[config.mk]
export PLATFORM = sky130hd
export DESIGN_NAME = pool2x2_stream
export DESIGN_NICKNAME = d
export VERILOG_FILES = /design/src/rtl/pool2x2_stream.sv
export SDC_FILE = /design/constraint.sdc
export NUM_CORES = 1
export LEC_CHECK = 0
export BUFFER_PORTS_ARGS = -buffer_cell sky130_fd_sc_hd__buf_2
export CAP_MARGIN = 20
export CORE_MARGIN = 10
export CORE_UTILIZATION = 45
export CTS_BUF_LIST = sky130_fd_sc_hd__clkbuf_2
export DETAILED_ROUTE_END_ITERATION = 12
export HOLD_SLACK_MARGIN = 0.02
export PLACE_DENSITY = 0.6
export SLEW_MARGIN = 20
export SYNTH_ARGS = -nofsm -noshare
export SYNTH_HDL_FRONTEND = slang
export SYNTH_SLANG_ARGS = --single-unit
[constraint.sdc]
create_clock -name clk -period 7.5 [get_ports clk]
set_clock_uncertainty 0.2 [all_clocks]
set_input_delay 1.875 -clock clk [delete_from_list [all_inputs] [get_ports clk]]
set_output_delay 1.875 -clock clk [all_outputs]
set_load 0.02 [all_outputs]
[src/rtl/pool2x2_stream.sv]
// Streaming 2x2 / stride-2 signed max-pool over a DIM x DIM raster-order map.
// Only a half-row line buffer of pairwise maxima is kept; full rows are never stored.
module pool2x2_stream #(
  parameter int DIM = 10,
  parameter int PP  = 8
) (
  input  logic               clk,
  input  logic               reset,
  input  logic               in_valid,
  input  logic signed [PP:0] pxl_in,
  output logic signed [PP:0] pool_out,
  output logic               valid,
  output logic               frame_last
);
  localparam int HW  = DIM / 2;
  localparam int CW  = (DIM > 1) ? $clog2(DIM) : 1;
  localparam int LBW = (HW > 1) ? $clog2(HW) : 1;

  logic [CW-1:0]      r_col, r_row;
  logic signed [PP:0] r_h;
  logic signed [PP:0] r_lb [HW];

  logic               w_col_last, w_row_last;
  logic [LBW-1:0]     w_idx;
  logic signed [PP:0] w_pair, w_win;

  function automatic logic signed [PP:0] smax(input logic signed [PP:0] a,
                                              input logic signed [PP:0] b);
    return (a > b) ? a : b;
  endfunction

  assign w_col_last = (r_col == CW'(DIM - 1));
  assign w_row_last = (r_row == CW'(DIM - 1));
  assign w_idx      = LBW'(r_col >> 1);
  assign w_pair     = smax(r_h, pxl_in);
  assign w_win      = smax(r_lb[w_idx], w_pair);

  // Counters, hold register and the registered output stage.
  always_ff @(posedge clk or posedge reset) begin
    if (reset) begin
      r_col      <= '0;
      r_row      <= '0;
      r_h        <= '0;
      pool_out   <= '0;
      valid      <= 1'b0;
      frame_last <= 1'b0;
    end else begin
      valid      <= 1'b0;
      frame_last <= 1'b0;
      if (in_valid) begin
        if (w_col_last) begin
          r_col <= '0;
          r_row <= w_row_last ? '0 : r_row + 1'b1;
        end else begin
          r_col <= r_col + 1'b1;
        end
        if (!r_col[0]) begin
          r_h <= pxl_in;
        end else if (r_row[0]) begin
          pool_out   <= w_win;
          valid      <= 1'b1;
          frame_last <= w_col_last && w_row_last;
        end
      end
    end
  end

  // Line buffer holds max of each horizontal pair from the even row; no reset needed.
  always_ff @(posedge clk) begin
    if (in_valid && r_col[0] && !r_row[0])
      r_lb[w_idx] <= w_pair;
  end
endmodule

==> run_results.csv <==
group,metric,value,unit
run_status,status,"complete, no violations",
critical_path,path_cells,"buf_2, inv_1, ha_1, o21a_1, a21oi_1, and2_0, a211oi_1, a31oi_1, inv_1, ha_1, or4b_1, o31a_1, nor2_1, a21o_1",
placed_design,dp_hpwl,6.089,mm
cts,clock_tree.root_cell,"clkbuf_2",
logic_synthesis,ys_types,51,
power_and_ir_drop,p_leak,1.680,nW
logic_synthesis,synthArstFlopShare,38.36,%
global_route,grtUsageTotal,13.38,%
floorplan,io_pins,23,
global_route,grt_pass1_wl,13.30,mm
layout,final_cells,450,
cts,tritoncts,"done",
power_and_ir_drop,power_density,472.5,mW/mm^2
floorplan,dieArea,0.01233,mm^2
cts,cts_buffers,9,
logic_synthesis,synth_top_area_share,36.22,%
placed_design,dpl_cell_area,0.003949,mm^2
layout,nNetsFinal,370,
cts,clk-insertion-delay-late,0.49,ns
placed_design,port_buffers,22,
layout,post-route-util,50.18,%
logic_synthesis,yosysTopAreaCell,"edfxtp_1",
drt,vias_per_cell,5.731,
layout,multi_input_area,0.001539,mm^2
layout,area_delta_synth_final,9.390,%
drt,dr.pass1.iters,4,
floorplan,die_h,111.1,um
layout,design_area,0.004081,mm^2
sta,worstMarginPinSlew,0.9717,ns
global_route,antenna_found_initial,0,
logic_synthesis,synth.yosys.warnings,0,
drt,drt-wirelength-per-cell,18.40,um
cts,clk_pin_slew,0.20,ns
floorplan,start_util,45.87,%
logic_synthesis,synth-edff-count,45,
critical_path,cp_slowest_cell,"a21oi_1",
drt,wirelength,8.282,mm
logic_synthesis,syn_area_per_cell,11.73,um^2
drt,final_antenna_net_count,0,
critical_path,endpoint_kind,"register",
drt,drtIter0Drc,165,
sta,timing.final.crit_share,84.54,%
sta,fmax,157.7,MHz
critical_path,critical_path_class,"in2reg",
critical_path,cp.arrival,6.56,ns
sta,drv_slew,0,
cts,post_cts_buffers,0,
placed_design,post-place-cells,434,
logic_synthesis,synthFlopType,"edfxtp_1",
sta,timing.setup.tns,0,ns
critical_path,slowest_delay,0.76,ns
power_and_ir_drop,irDropWorstVdd,0.2061,mV
sta,hold_slack,0.3343,ns
cts,cts_max_level,3,
cts,postCtsHoldBufs,0,
sta,finalHoldViolCount,0,
sta,period_needed,6.341,ns
critical_path,ff2ff_setup_slack,2.23,ns
placed_design,gp_congestion,0.8745,
logic_synthesis,yosysSeqAreaShare,55.00,%
floorplan,core,0.008134,mm^2
sta,rsz0062_at_grt,"false",
layout,regArea,0.002052,mm^2
logic_synthesis,synthCells,318,
cts,clockBufferDepth,2,
logic_synthesis,yosys-top-cells-area,"edfxtp_1, dfrtp_1, ha_1",
layout,num_antenna_cells,0,
logic_synthesis,ys_ff_latch,73,
critical_path,required,7.72,ns
sta,slew_headroom,35.08,%
global_route,grt_max_degree,25,
layout,layout-drive-gt1-share,18.26,%
drt,drc,0,
flow_run,drv_cap,0,
layout,fillCellCount,706,
critical_path,worst_setup_path_start_kind,"input pin",
cts,clock-sinks,73,
floorplan,rows,33,
global_route,grt.overflow.total,0,
critical_path,crit_fanout,24,
logic_synthesis,syn-num-nets,348,
drt,via_count,2579,
sta,setup_viol,0,
logic_synthesis,synth_area,0.003731,mm^2
global_route,grt_pass1_vias,2528,
worst_hold_path,hold_path_class,"reg2reg",
cts,cts_resized,0,
floorplan,die_w,111.1,um
[placed cells by master, fill, tap and decap left out, types with 8 or more instances in the layout]
master	count
a31oi_1	12
dfrtp_1	28
edfxtp_1	45
nand3_1	11
ha_1	18
a21oi_1	16
inv_1	21
nand2_1	15
o21ai_0	23
buf_2	22
mux2_2	14
nor2_1	12
a22oi_1	12
clkbuf_2	10
nor2b_1	8
[worst max-delay path, delay by kind of cell]
| family | cells | cell delay, ns |
|---|---|---|
| buf+inv | 3 | 0.24 |
| fa+ha+maj | 2 | 0.78 |
| compound gates | 6 | 2.21 |
| simple gates | 3 | 1.45 |
[layer usage]
layer	up-vias	share of wire (%)	track usage, %	routed length (um)
li1	1238	-	-	-
met1	1259	43	16.12	3582
met2	70	50	22.25	4178
met3	12	4.3	3.734	360
met4	0	1.9	4.884	161
met5	-	0	0	0
[sequential cells by signal, summed over array words and instances (netlist names)]
name / flops
valid: 1
r_col: 4
r_row: 4
r_h: 9
r_lb: 45
pool_out: 9
frame_last: 1
[path summary, 6_finish.rpt]
kind,startpoint,endpoint,depth (start not counted)
worst min-delay path,r_row[1]$_DFFE_PP0P_,frame_last$_DFF_PP0_,1
min in group asynchronous,reset,r_h[5]$_DFFE_PP0P_,2
max in group asynchronous,reset,pool_out[0]$_DFFE_PP0P_,3
worst min register to register,r_row[1]$_DFFE_PP0P_,frame_last$_DFF_PP0_,1
worst max-delay path,pxl_in[8],pool_out[0]$_DFFE_PP0P_,14
worst max register to register,r_h[8]$_DFFE_PP0P_,pool_out[0]$_DFFE_PP0P_,12
[cells by family after synthesis]
group / share of synthesized area (%)
compound gates: 17.37
xor+xnor: 0.9391
fa+ha+maj: 6.036
buf+inv: 3.924
flops: 55.00
mux: 6.237
simple gates: 10.50
[cells in the mapped netlist (2+ instances only)]
cell type   n
a211oi_1    6
a21bo_1     5
a21o_1      5
a21oi_1    16
a22oi_1    12
a31oi_1    12
and2_1      4
and3_1      2
buf_2       3
clkbuf_1   10
dfrtp_1    28
edfxtp_1   45
ha_1       18
inv_1      21
mux2_2     14
mux2i_1     3
mux4_2      2
nand2_1    15
nand2b_1    2
nand3_1    11
nand4_1     5
nor2_1     12
nor2b_1     8
nor3_1      2
nor4_1      2
o211ai_1    2
o21a_1      2
o21ai_0    23
o31ai_1     4
xnor2_1     2
xor2_1      2
[power breakdown]
group / switching (mW) / internal (mW) / leakage (nW)
Clock: 0.132 / 0.110 / 0.0833
Combinational: 0.606 / 0.378 / 0.847
Sequential: 0.107 / 0.595 / 0.750
Total: 0.845 / 1.08 / 1.68
[cell type report]
type                            instances  area share, %
Sequential cell                        73          50.28
Timing Repair Buffer                   26          3.617
Clock buffer                           10          1.226
Multi-Input combinational cell        209          37.71
Tap cell                              105          3.219
Clock inverter                          6          2.023
Inverter                               21          1.931
[per-stage QoR]
| stage | total power [mW] | setup WS [ns] |
|---|---|---|
| after floorplan | 1.408 | 2.018 |
| final | 1.929 | 1.159 |
| after global placement | 1.664 | 0.8166 |
| after CTS | 1.936 | 1.214 |
| after global routing | 2.082 | 0.7524 |
| after detailed placement | 1.691 | 0.6915 |
(Power assumes the default switching activity.)
